### src/rtl/chacha_stream_ctrl.sv
// chacha_stream_ctrl
//   Sequencer for one ChaCha block core with a byte-wide write/read port.
//   A run loads the 32-bit block counter into state bytes 48..51, waits for
//   the core's ready (with a watchdog), streams the 64 keystream bytes over
//   a valid/ready port, and repeats for num_blocks consecutive counters.
//   While idle, host key/nonce bytes pass straight through to the core.
//
//   Optional macro CHACHA_STREAM_XOR_EN: adds pt_valid/pt_data and emits
//   keystream XOR plaintext, with the stream paced by pt_valid.
//
// Ports
//   clk, rst_n                 clock (rising), async active-low reset
//   cfg_wr/cfg_addr/cfg_data   host config byte write, honoured when idle
//   start, abort               run control
//   ctr_init, num_blocks       run parameters, latched on start
//   busy, done, timeout,
//   ctr_wrap, ctr_out          status
//   ks_valid/ks_ready/ks_data  keystream output port
//   blk_*                      ChaCha core write/read interface
module chacha_stream_ctrl #(
    parameter logic [5:0] CTR_BYTE_ADDR = 6'd48,
    parameter int         BLOCK_BYTES   = 64,
    parameter logic [7:0] WAIT_MAX      = 8'd255
) (
    input  logic        clk,
    input  logic        rst_n,
    input  logic        cfg_wr,
    input  logic [5:0]  cfg_addr,
    input  logic [7:0]  cfg_data,
    input  logic        start,
    input  logic        abort,
    input  logic [31:0] ctr_init,
    input  logic [7:0]  num_blocks,
    output logic        busy,
    output logic        done,
    output logic        timeout,
    output logic        ctr_wrap,
    output logic [31:0] ctr_out,
    output logic        ks_valid,
    input  logic        ks_ready,
    output logic [7:0]  ks_data,
`ifdef CHACHA_STREAM_XOR_EN
    input  logic        pt_valid,
    input  logic [7:0]  pt_data,
`endif
    output logic        blk_write,
    output logic [5:0]  blk_addr,
    output logic [7:0]  blk_data_in,
    input  logic [7:0]  blk_data_out,
    input  logic        blk_ready
);

    localparam logic [5:0] LAST_IDX = 6'(BLOCK_BYTES - 1);

    typedef enum logic [1:0] {S_IDLE, S_LOAD, S_WAIT, S_STREAM} state_e;

    state_e      state_q;
    logic [5:0]  idx_q;      // LOAD byte k (low 2 bits) or STREAM byte index
    logic [7:0]  nblk_q;     // blocks still to produce, including current
    logic [7:0]  wdog_q;
    logic [31:0] ctr_q;
    logic        done_q, timeout_q, wrap_q;
    logic        accept;

    assign busy     = (state_q != S_IDLE);
    assign done     = done_q;
    assign timeout  = timeout_q;
    assign ctr_wrap = wrap_q;
    assign ctr_out  = ctr_q;

`ifdef CHACHA_STREAM_XOR_EN
    assign ks_valid = (state_q == S_STREAM) && pt_valid;
    assign ks_data  = blk_data_out ^ pt_data;
`else
    assign ks_valid = (state_q == S_STREAM);
    assign ks_data  = blk_data_out;
`endif
    assign accept = ks_valid && ks_ready;

    // Core port mux: host pass-through when idle, counter bytes in LOAD,
    // read address in STREAM. Host writes while busy never reach the core.
    always_comb begin
        blk_write   = 1'b0;
        blk_addr    = 6'd0;
        blk_data_in = 8'd0;
        case (state_q)
            S_IDLE: begin
                blk_write   = cfg_wr;
                blk_addr    = cfg_addr;
                blk_data_in = cfg_data;
            end
            S_LOAD: begin
                blk_write   = 1'b1;
                blk_addr    = CTR_BYTE_ADDR + {4'd0, idx_q[1:0]};
                blk_data_in = ctr_q[{idx_q[1:0], 3'b000} +: 8];
            end
            S_STREAM: blk_addr = idx_q;
            default: ;
        endcase
    end

    always_ff @(posedge clk or negedge rst_n) begin
        if (!rst_n) begin
            state_q   <= S_IDLE;
            idx_q     <= 6'd0;
            nblk_q    <= 8'd0;
            wdog_q    <= 8'd0;
            ctr_q     <= 32'd0;
            done_q    <= 1'b0;
            timeout_q <= 1'b0;
            wrap_q    <= 1'b0;
        end else begin
            done_q <= 1'b0;
            if (abort && state_q != S_IDLE) begin
                state_q <= S_IDLE;
                done_q  <= 1'b1;
            end else begin
                case (state_q)
                    S_IDLE: begin
                        if (start) begin
                            timeout_q <= 1'b0;
                            wrap_q    <= 1'b0;
                            if (num_blocks != 8'd0) begin
                                ctr_q   <= ctr_init;
                                nblk_q  <= num_blocks;
                                idx_q   <= 6'd0;
                                state_q <= S_LOAD;
                            end else begin
                                done_q <= 1'b1;
                            end
                        end
                    end
                    S_LOAD: begin
                        if (idx_q[1:0] == 2'd3) begin
                            idx_q   <= 6'd0;
                            wdog_q  <= 8'd0;
                            state_q <= S_WAIT;
                        end else begin
                            idx_q <= idx_q + 6'd1;
                        end
                    end
                    S_WAIT: begin
                        // ready wins over an expiry in the same cycle
                        if (blk_ready) begin
                            idx_q   <= 6'd0;
                            state_q <= S_STREAM;
                        end else if (wdog_q == WAIT_MAX - 8'd1) begin
                            timeout_q <= 1'b1;
                            done_q    <= 1'b1;
                            state_q   <= S_IDLE;
                        end else begin
                            wdog_q <= wdog_q + 8'd1;
                        end
                    end
                    S_STREAM: begin
                        if (accept) begin
                            if (idx_q == LAST_IDX) begin
                                nblk_q <= nblk_q - 8'd1;
                                idx_q  <= 6'd0;
                                if (nblk_q != 8'd1) begin
                                    ctr_q   <= ctr_q + 32'd1;
                                    state_q <= S_LOAD;
                                    if (ctr_q == 32'hFFFF_FFFF) wrap_q <= 1'b1;
                                end else begin
                                    done_q  <= 1'b1;
                                    state_q <= S_IDLE;
                                end
                            end else begin
                                idx_q <= idx_q + 6'd1;
                            end
                        end
                    end
                    default: state_q <= S_IDLE;
                endcase
            end
        end
    end

endmodule

### config.mk
export PLATFORM = sky130hd
export DESIGN_NAME = chacha_stream_ctrl
export DESIGN_NICKNAME = d
export VERILOG_FILES = /design/src/rtl/chacha_stream_ctrl.sv
export SDC_FILE = /design/constraint.sdc
export NUM_CORES = 1
export LEC_CHECK = 0
export ABC_CLOCK_PERIOD_IN_PS = 3460
export CAP_MARGIN = 20
export CORE_ASPECT_RATIO = 1.4
export CORE_MARGIN = 2
export CORE_UTILIZATION = 42
export CTS_CLUSTER_SIZE = 30
export DETAILED_ROUTE_END_ITERATION = 8
export GPL_TIMING_DRIVEN = 0
export PLACE_DENSITY = 0.84
export REMOVE_ABC_BUFFERS = 1
export SLEW_MARGIN = 0
export SYNTH_ARGS = -nofsm -noshare
export SYNTH_HDL_FRONTEND = slang
export SYNTH_SLANG_ARGS = --single-unit
### constraint.sdc
create_clock -name clk -period 3.46 [get_ports clk]
set_clock_uncertainty 0.1 [all_clocks]
set_input_delay 0.865 -clock clk [delete_from_list [all_inputs] [get_ports clk]]
set_output_delay 0.865 -clock clk [all_outputs]
set_load 0.02 [all_outputs]
==> impl_metrics.py <==
metrics = {
    "route": {
        "dr.first_iter.drc_count": 470,
        "ant_nets": 0,
        "wl_per_cell_um": 19.7,
        "vias": 4597,
        "drc_errors": 0,
        "avgViaCountPerCell": 6.35,
        "drt_first_pass_iters": 5,
        "wl_um": 14200,
    },
    "timing": {
        "hold_viol": 0,
        "fin_crit_sh_pct": 96.9,
        "tightest_slew_ns": 1.03,
        "hold_ws_ns": 0.411,
        "setup_viol": 0,
        "max_freq_ghz": 0.298,
        "max_slew_margin_pct": 31.1,
        "finalMaxSlewViolations": 0,
        "fin_ws_ns": 0.106,
        "post-route-min-period_ns": 3.35,
        "rsz0062_at_grt": "false",
    },
    "critical_path": {
        "cp.arrival_ns": 3.52,
        "path_buf_inv": 1,
        "crit_cells": 7,
        "critPathSlowestCell": "a21boi_4",
        "slowest_delay_ns": 0.52,
        "cp_max_fo": 12,
        "end_kind": "flop",
        "path_cells": "clkdlybuf4s50_1, or2_1, a211oi_2, a21boi_4, o21ai_2, or4_1, nand3_1",
        "r2r_setup_slack_ns": 0.21,
        "worstPathRequired_ns": 3.63,
        "r2r-end": "ctr_out[20]$_DFFE_PN0P_",
        "cp-endpoint": "ctr_out[20]$_DFFE_PN0P_",
        "reg2reg_from": "state_q[0]$_DFFE_PN0P_",
        "cp_top_family": "compound AO/OA/AOI/OAI gates",
        "cp-startpoint": "abort",
        "startpoint_type": "primary input",
        "reg2regPathDepth": 8,
        "critPathKind": "primary input to flop",
    },
    "floorplanning": {
        "die_w_um": 88.5,
        "ios": 129,
        "initial_core_util_pct": 42.7,
        "num_rows": 43,
        "dieArea_um2": 10800,
        "die_h_um": 122,
        "core-area_um2": 9850,
    },
    "global_routing": {
        "grt_pass1_wl_um": 22100,
        "grt_use_total_pct": 26.4,
        "antenna_found_initial": 0,
        "grt_remaining_overflow": 0,
        "grt_max_degree": 39,
        "grt_pass1_vias": 4495,
    },
    "placement": {
        "hpwlAfterDp_um": 9780,
        "port_buffers": 112,
        "preCtsSetupSlack_ns": -0.593,
        "place_congestion": 0.914,
    },
    "clocking": {
        "numCtsBuffers": 9,
        "clockRootBuffer": "clkbuf_16",
        "clkSlewWorstSetupHoldPaths_ns": 0.05,
        "h-tree-depth": 3,
        "hold_buffers": 0,
        "cts_setup_buffers": 0,
        "cts_sinks": 59,
        "clk-insertion-delay-late_ns": 0.33,
        "clk_path_buf_depth": 2,
        "cts_tree": "yes",
    },
    "synth": {
        "syn_inst": 492,
        "async_reset_ff_share_pct": 100,
        "synth_area_per_cell_um2": 8.54,
        "synth_flop_cell": "dfrtp_1",
        "synth_cell_types": 67,
        "ys_seq_area_share_pct": 35.1,
        "synth_edf_count": 0,
        "yosys_register_bits": 59,
        "netlist_area_um2": 4200,
        "yosysWarnings": 0,
    },
    "pwr": {
        "p_int_mw": 3.01,
        "vdd_drop_max_mv": 0.570,
        "pwr-share-clk_pct": 19.1,
        "power_frac_seq_pct": 27.0,
        "p_per_area_nw_per_um2": 951,
        "switching_share_pct": 45.0,
        "combPwrFrac_pct": 53.9,
        "switchingPower_mw": 2.46,
        "leakage_nw": 2.19,
    },
    "hold_path": {
        "hp-class": "primary input to async pin",
    },
    "finish": {
        "layout-drive-gt1-share_pct": 8.66,
        "fin_nets": 664,
        "antennaDiodeCount": 0,
        "area_delta_synth_final_pct": 36.9,
    },
    "run": {
        "cap_violations": 0,
    },
    "status": {
        "outcome": "completed",
    },
}
==> worst min-delay path by stage <==
stage / endpoint / depth (start not counted)
after CTS: idx_q[5]$_DFFE_PN0P_ / 1
after floorplan: idx_q[5]$_DFFE_PN0P_ / 1
final: idx_q[5]$_DFFE_PN0P_ / 1
after global placement: timeout$_DFFE_PN0P_ / 2
after detailed placement: timeout$_DFFE_PN0P_ / 2
after global routing: idx_q[5]$_DFFE_PN0P_ / 1
==> what timing repair did <==
action,in CTS,in global routing
gates cloned,0,1
resized for setup,3,4
setup endpoints to repair,37,23
==> synthesized netlist by cell type (4+ instances only) <==
cell type	number	area share (%)
dfrtp_1	59	35
nor2_1	44	3.9
o21ai_0	43	5.1
nand2_1	37	3.3
a21oi_1	35	4.2
nand3_1	28	3.3
nand4_1	19	2.8
clkbuf_1	18	1.6
o22ai_1	17	2.5
inv_1	14	1.3
a22oi_1	12	2.1
ha_1	11	3.3
mux2i_1	11	2.6
a22o_1	10	2.1
nor3_1	10	1.2
and3_1	9	1.3
buf_4	9	1.6
mux4_2	8	4.3
a21o_1	6	1.1
buf_2	6	0.71
nor2b_1	5	0.74
o21ai_1	5	0.60
a211oi_1	4	0.71
nand2b_1	4	0.60
==> sequential cells by signal, summed over array words and instances, names as in the netlist <==
name	count
done	1
nblk_q	8
state_q	2
ctr_wrap	1
idx_q	6
wdog_q	8
timeout	1
ctr_out	32
==> cells in the final DEF (no fill, tap or decap), drive strengths merged, types with 5 or more instances in the layout <==
cell / count
mux2i: 11
a21o: 6
nand2: 37
nor2: 45
inv: 14
a211oi: 5
nor3: 10
and3: 9
a22oi: 12
o22ai: 17
nand3: 29
dfrtp: 59
o21ai: 50
nor2b: 5
clkdlybuf4s50: 111
a21oi: 37
nor4: 5
mux4: 8
ha: 11
a22o: 10
clkbuf: 12
nand4: 19
==> area by class of cell <==
| class | instances | area (um2) |
|---|---|---|
| Fill cell | 838 | 4100 |
| Clock buffer | 12 | 246 |
| Tap cell | 135 | 169 |
| Inverter | 14 | 52.6 |
| Sequential cell | 59 | 1480 |
| Multi-Input combinational cell | 386 | 2550 |
| Clock inverter | 4 | 97.6 |
| Timing Repair Buffer | 114 | 1160 |
==> cells by family (layout without fill, tap and decap cells) <==
group / after synthesis / count (layout) / synth area share [%]
buf+inv: 48 / 144 / 5.27
flops: 59 / 59 / 35.1
xor+xnor: 5 / 5 / 1.04
compound gates: 168 / 169 / 25.9
simple gates: 180 / 180 / 21.9
fa+ha+maj: 11 / 11 / 3.28
mux: 21 / 21 / 7.44
==> layer usage <==
layer	track usage [%]	up-vias	routed length, um	share of wire [%]
met5	0	-	0	0
met4	13.0	0	517	3.6
met3	6.72	57	1590	11
met2	45.2	359	7100	50
met1	30.2	2140	5020	35
li1	-	2041	-	-
==> power by group through the flow <==
stage	Clock, mW	Sequential [mW]	Combinational (mW)
final	1.04	1.47	2.95
after global routing	1.08	1.51	3.19
after CTS	1.05	1.45	2.88
after detailed placement	0	1.45	2.84
after global placement	0	1.44	2.76
after floorplan	0	1.54	1.52
==> through the flow <==
stage	TNS, ns	instances	instance area [um2]	utilization (%)	power (mW)
global placement	-51.26	705	5320	54.1	4.20
detailed placement	-7.39	707	5360	54.4	4.29
CTS	0	723	5720	58.1	5.37
global route	0	724	5750	58.4	5.77
floorplan	0	458	4030	-	3.06
finish	0	724	5750	58.4	5.47
Power figures use the tool's default switching activity.
==> patch: new RTL, same flow settings <==
The parameter `WAIT_MAX` goes from 8'd255 to 8'd127.
--- a/src/rtl/chacha_stream_ctrl.sv
+++ b/src/rtl/chacha_stream_ctrl.sv
@@ -20,7 +20,7 @@
 module chacha_stream_ctrl #(
     parameter logic [5:0] CTR_BYTE_ADDR = 6'd48,
     parameter int         BLOCK_BYTES   = 64,
-    parameter logic [7:0] WAIT_MAX      = 8'd255
+    parameter logic [7:0] WAIT_MAX      = 8'd127
 ) (
     input  logic        clk,
     input  logic        rst_n,
Function: same outputs for any inputs over 4 cycles, from zero or initial values and one cycle with rst_n low; that may be too few to reach the edited logic, so the function may still have changed.
==> patch against the unedited design <==
Wire length shrank 2.8%; maximum frequency up 0.32%; design area shrank 1.0%; largest cell class unchanged; power decreased by 4.1%; setup slack better by 0.011 ns; sequential cell count unchanged; area after synthesis up 1.3%; highest routed layer unchanged; global-route usage is 0.35 points lower.
==> patch: results (changes against the unedited design) <==
Post-Place Worst Slack=-0.7869 ns (-0.1941 ns); family with the most delay on the worst path=buffers and inverters; met2 usage in global routing=43.42% (-1.7 points); r2r setup slk=0.22 ns; status=complete, no violations; Cell variety after synth=70 (+4.5%); mux share of post-synthesis cell area=6.028% (-1.4 points); largest net degree at the start of global routing=39 (unchanged); Inserted Diodes=0 (unchanged); final WL=13840 um (-2.8%); share of cells above drive strength 1=9.966% (+1.3 points); r2r endpoint=nblk_q[5]; placed inst area=0.005396 mm2 (+0.68%); top layer in use=met4; commonest cells in the netlist=dfrtp_1, nand2_1, a21oi_1, o21ai_0, nor2_1; P_comb=2.90 mW (-2%); wl on met1=4987 um (-0.70%); Slew @ Worst Pin=1.007 ns (-0.02668 ns); grt met1 use=29.48% (-0.69 points); WL met2=6986 um (-1.6%); Comb pwr share=55.4% (+1.5 points); max FFs per register=32 (unchanged); detailed placement HPWL=9874 um (+0.93%); Compound-Gate Fraction of Synth Area=23.14% (-2.8 points); total number of vias=4460 (-3.0%); Syn. warnings=0 (unchanged); FFs w/ async S/R, synth=100.0% (unchanged); DRT iter0 DRCs=379 (-19%); clock share of power=15.9% (-3.2 points); Leakage=2.163 nW (-1.2%); Total Routing Usage GR=26.06% (-0.35 points); # H-tree levels=3 (unchanged); GPL Wtd Cong=0.8818 (-3.6%); Reg2Reg Depth=7 (-1); CP peak stage delay=0.61 ns (+0.09 ns); Synth Area in XOR/XNOR=1.029% (-0.013 points); M3 GR Usage=8.011% (+1.3 points); port bufs=112 (unchanged); Nets=657 (-1.1%); Slowest-stage cell, CP=clkdlybuf4s50_1; synthesized-area fraction occupied by adder cells=3.234% (-0.041 points); number of global-route vias before repair=4565 (+1.6%); Worst-Skew Late Latency=0.34 ns; top cells by area, synth=dfrtp_1, a21oi_1, nand2_1, o21ai_0, mux4_2; switching share of power=45.97% (+0.99 points); register area share after synthesis=34.70% (-0.44 points); CTS Buf Count=9 (unchanged); largest fanout on the critical path=19 (+7); first-pass GRT wire length=21990 um (-0.34%); DR WL met3=1364 um (-14%); Peak VDD IR=0.5153 mV (-9.6%); CP arrival=2.38 ns (-1.14 ns)
## patch: changes by cell type in the layout (fill, tap and decap cells not counted), sizes merged, moves of 5 or more
cell | unedited run | this run
a21o | 6 | 1
a221o | 0 | 5
mux2i | 11 | 5
nand2 | 37 | 49
nand4 | 19 | 9
nor2 | 45 | 28
nor3 | 10 | 16
nor4 | 5 | 11
o21ai | 50 | 37
o22ai | 17 | 12
or3 | 1 | 6
## patch: worst max path at each step
| stage | cells past startpoint | start | end | slack, ns |
|---|---|---|---|---|
| after floorplan | 6 | state_q[0] | ctr_out[17] | -0.24 |
| after global placement | 6 | state_q[0] | ctr_out[17] | -1.65 |
| after detailed placement | 8 | num_blocks[5] | ctr_out[17] | -0.79 |
| after CTS | 8 | num_blocks[5] | ctr_out[17] | 0.12 |
| after global routing | 7 | state_q[0] | nblk_q[3] | 0.008 |
| final | 5 | state_q[1] | blk_addr[0] | 0.12 |
## patch: repair_timing
item / 4_1_cts / 5_1_grt
gates resized for setup: 5 / 2
hold buffers: 0 / 0
setup endpoints to repair: 38 / 8
pin swaps: 0 / 0
gates cloned: 0 / 0
## patch: through the flow
| step | TNS [ns] | hold slack, ns | instances |
|---|---|---|---|
| CTS | 0 | 0.4188 | 717 |
| global route | 0 | 0.4460 | 717 |
| finish | 0 | 0.4122 | 717 |
| global placement | -82.11 | 0.3993 | 697 |
| detailed placement | -14.99 | 0.4092 | 701 |
| floorplan | -2.978 | 0.4054 | 450 |
## patch: cell type report
cell class | instances | area, um2
fillers | 889 | 4209
multi-input cells | 376 | 2524
flip-flops and latches | 59 | 1478
repair buffers | 116 | 1190
clock buffers | 14 | 264.0
well taps | 135 | 168.9
inverters | 15 | 56.30
clock inverters | 2 | 10.01
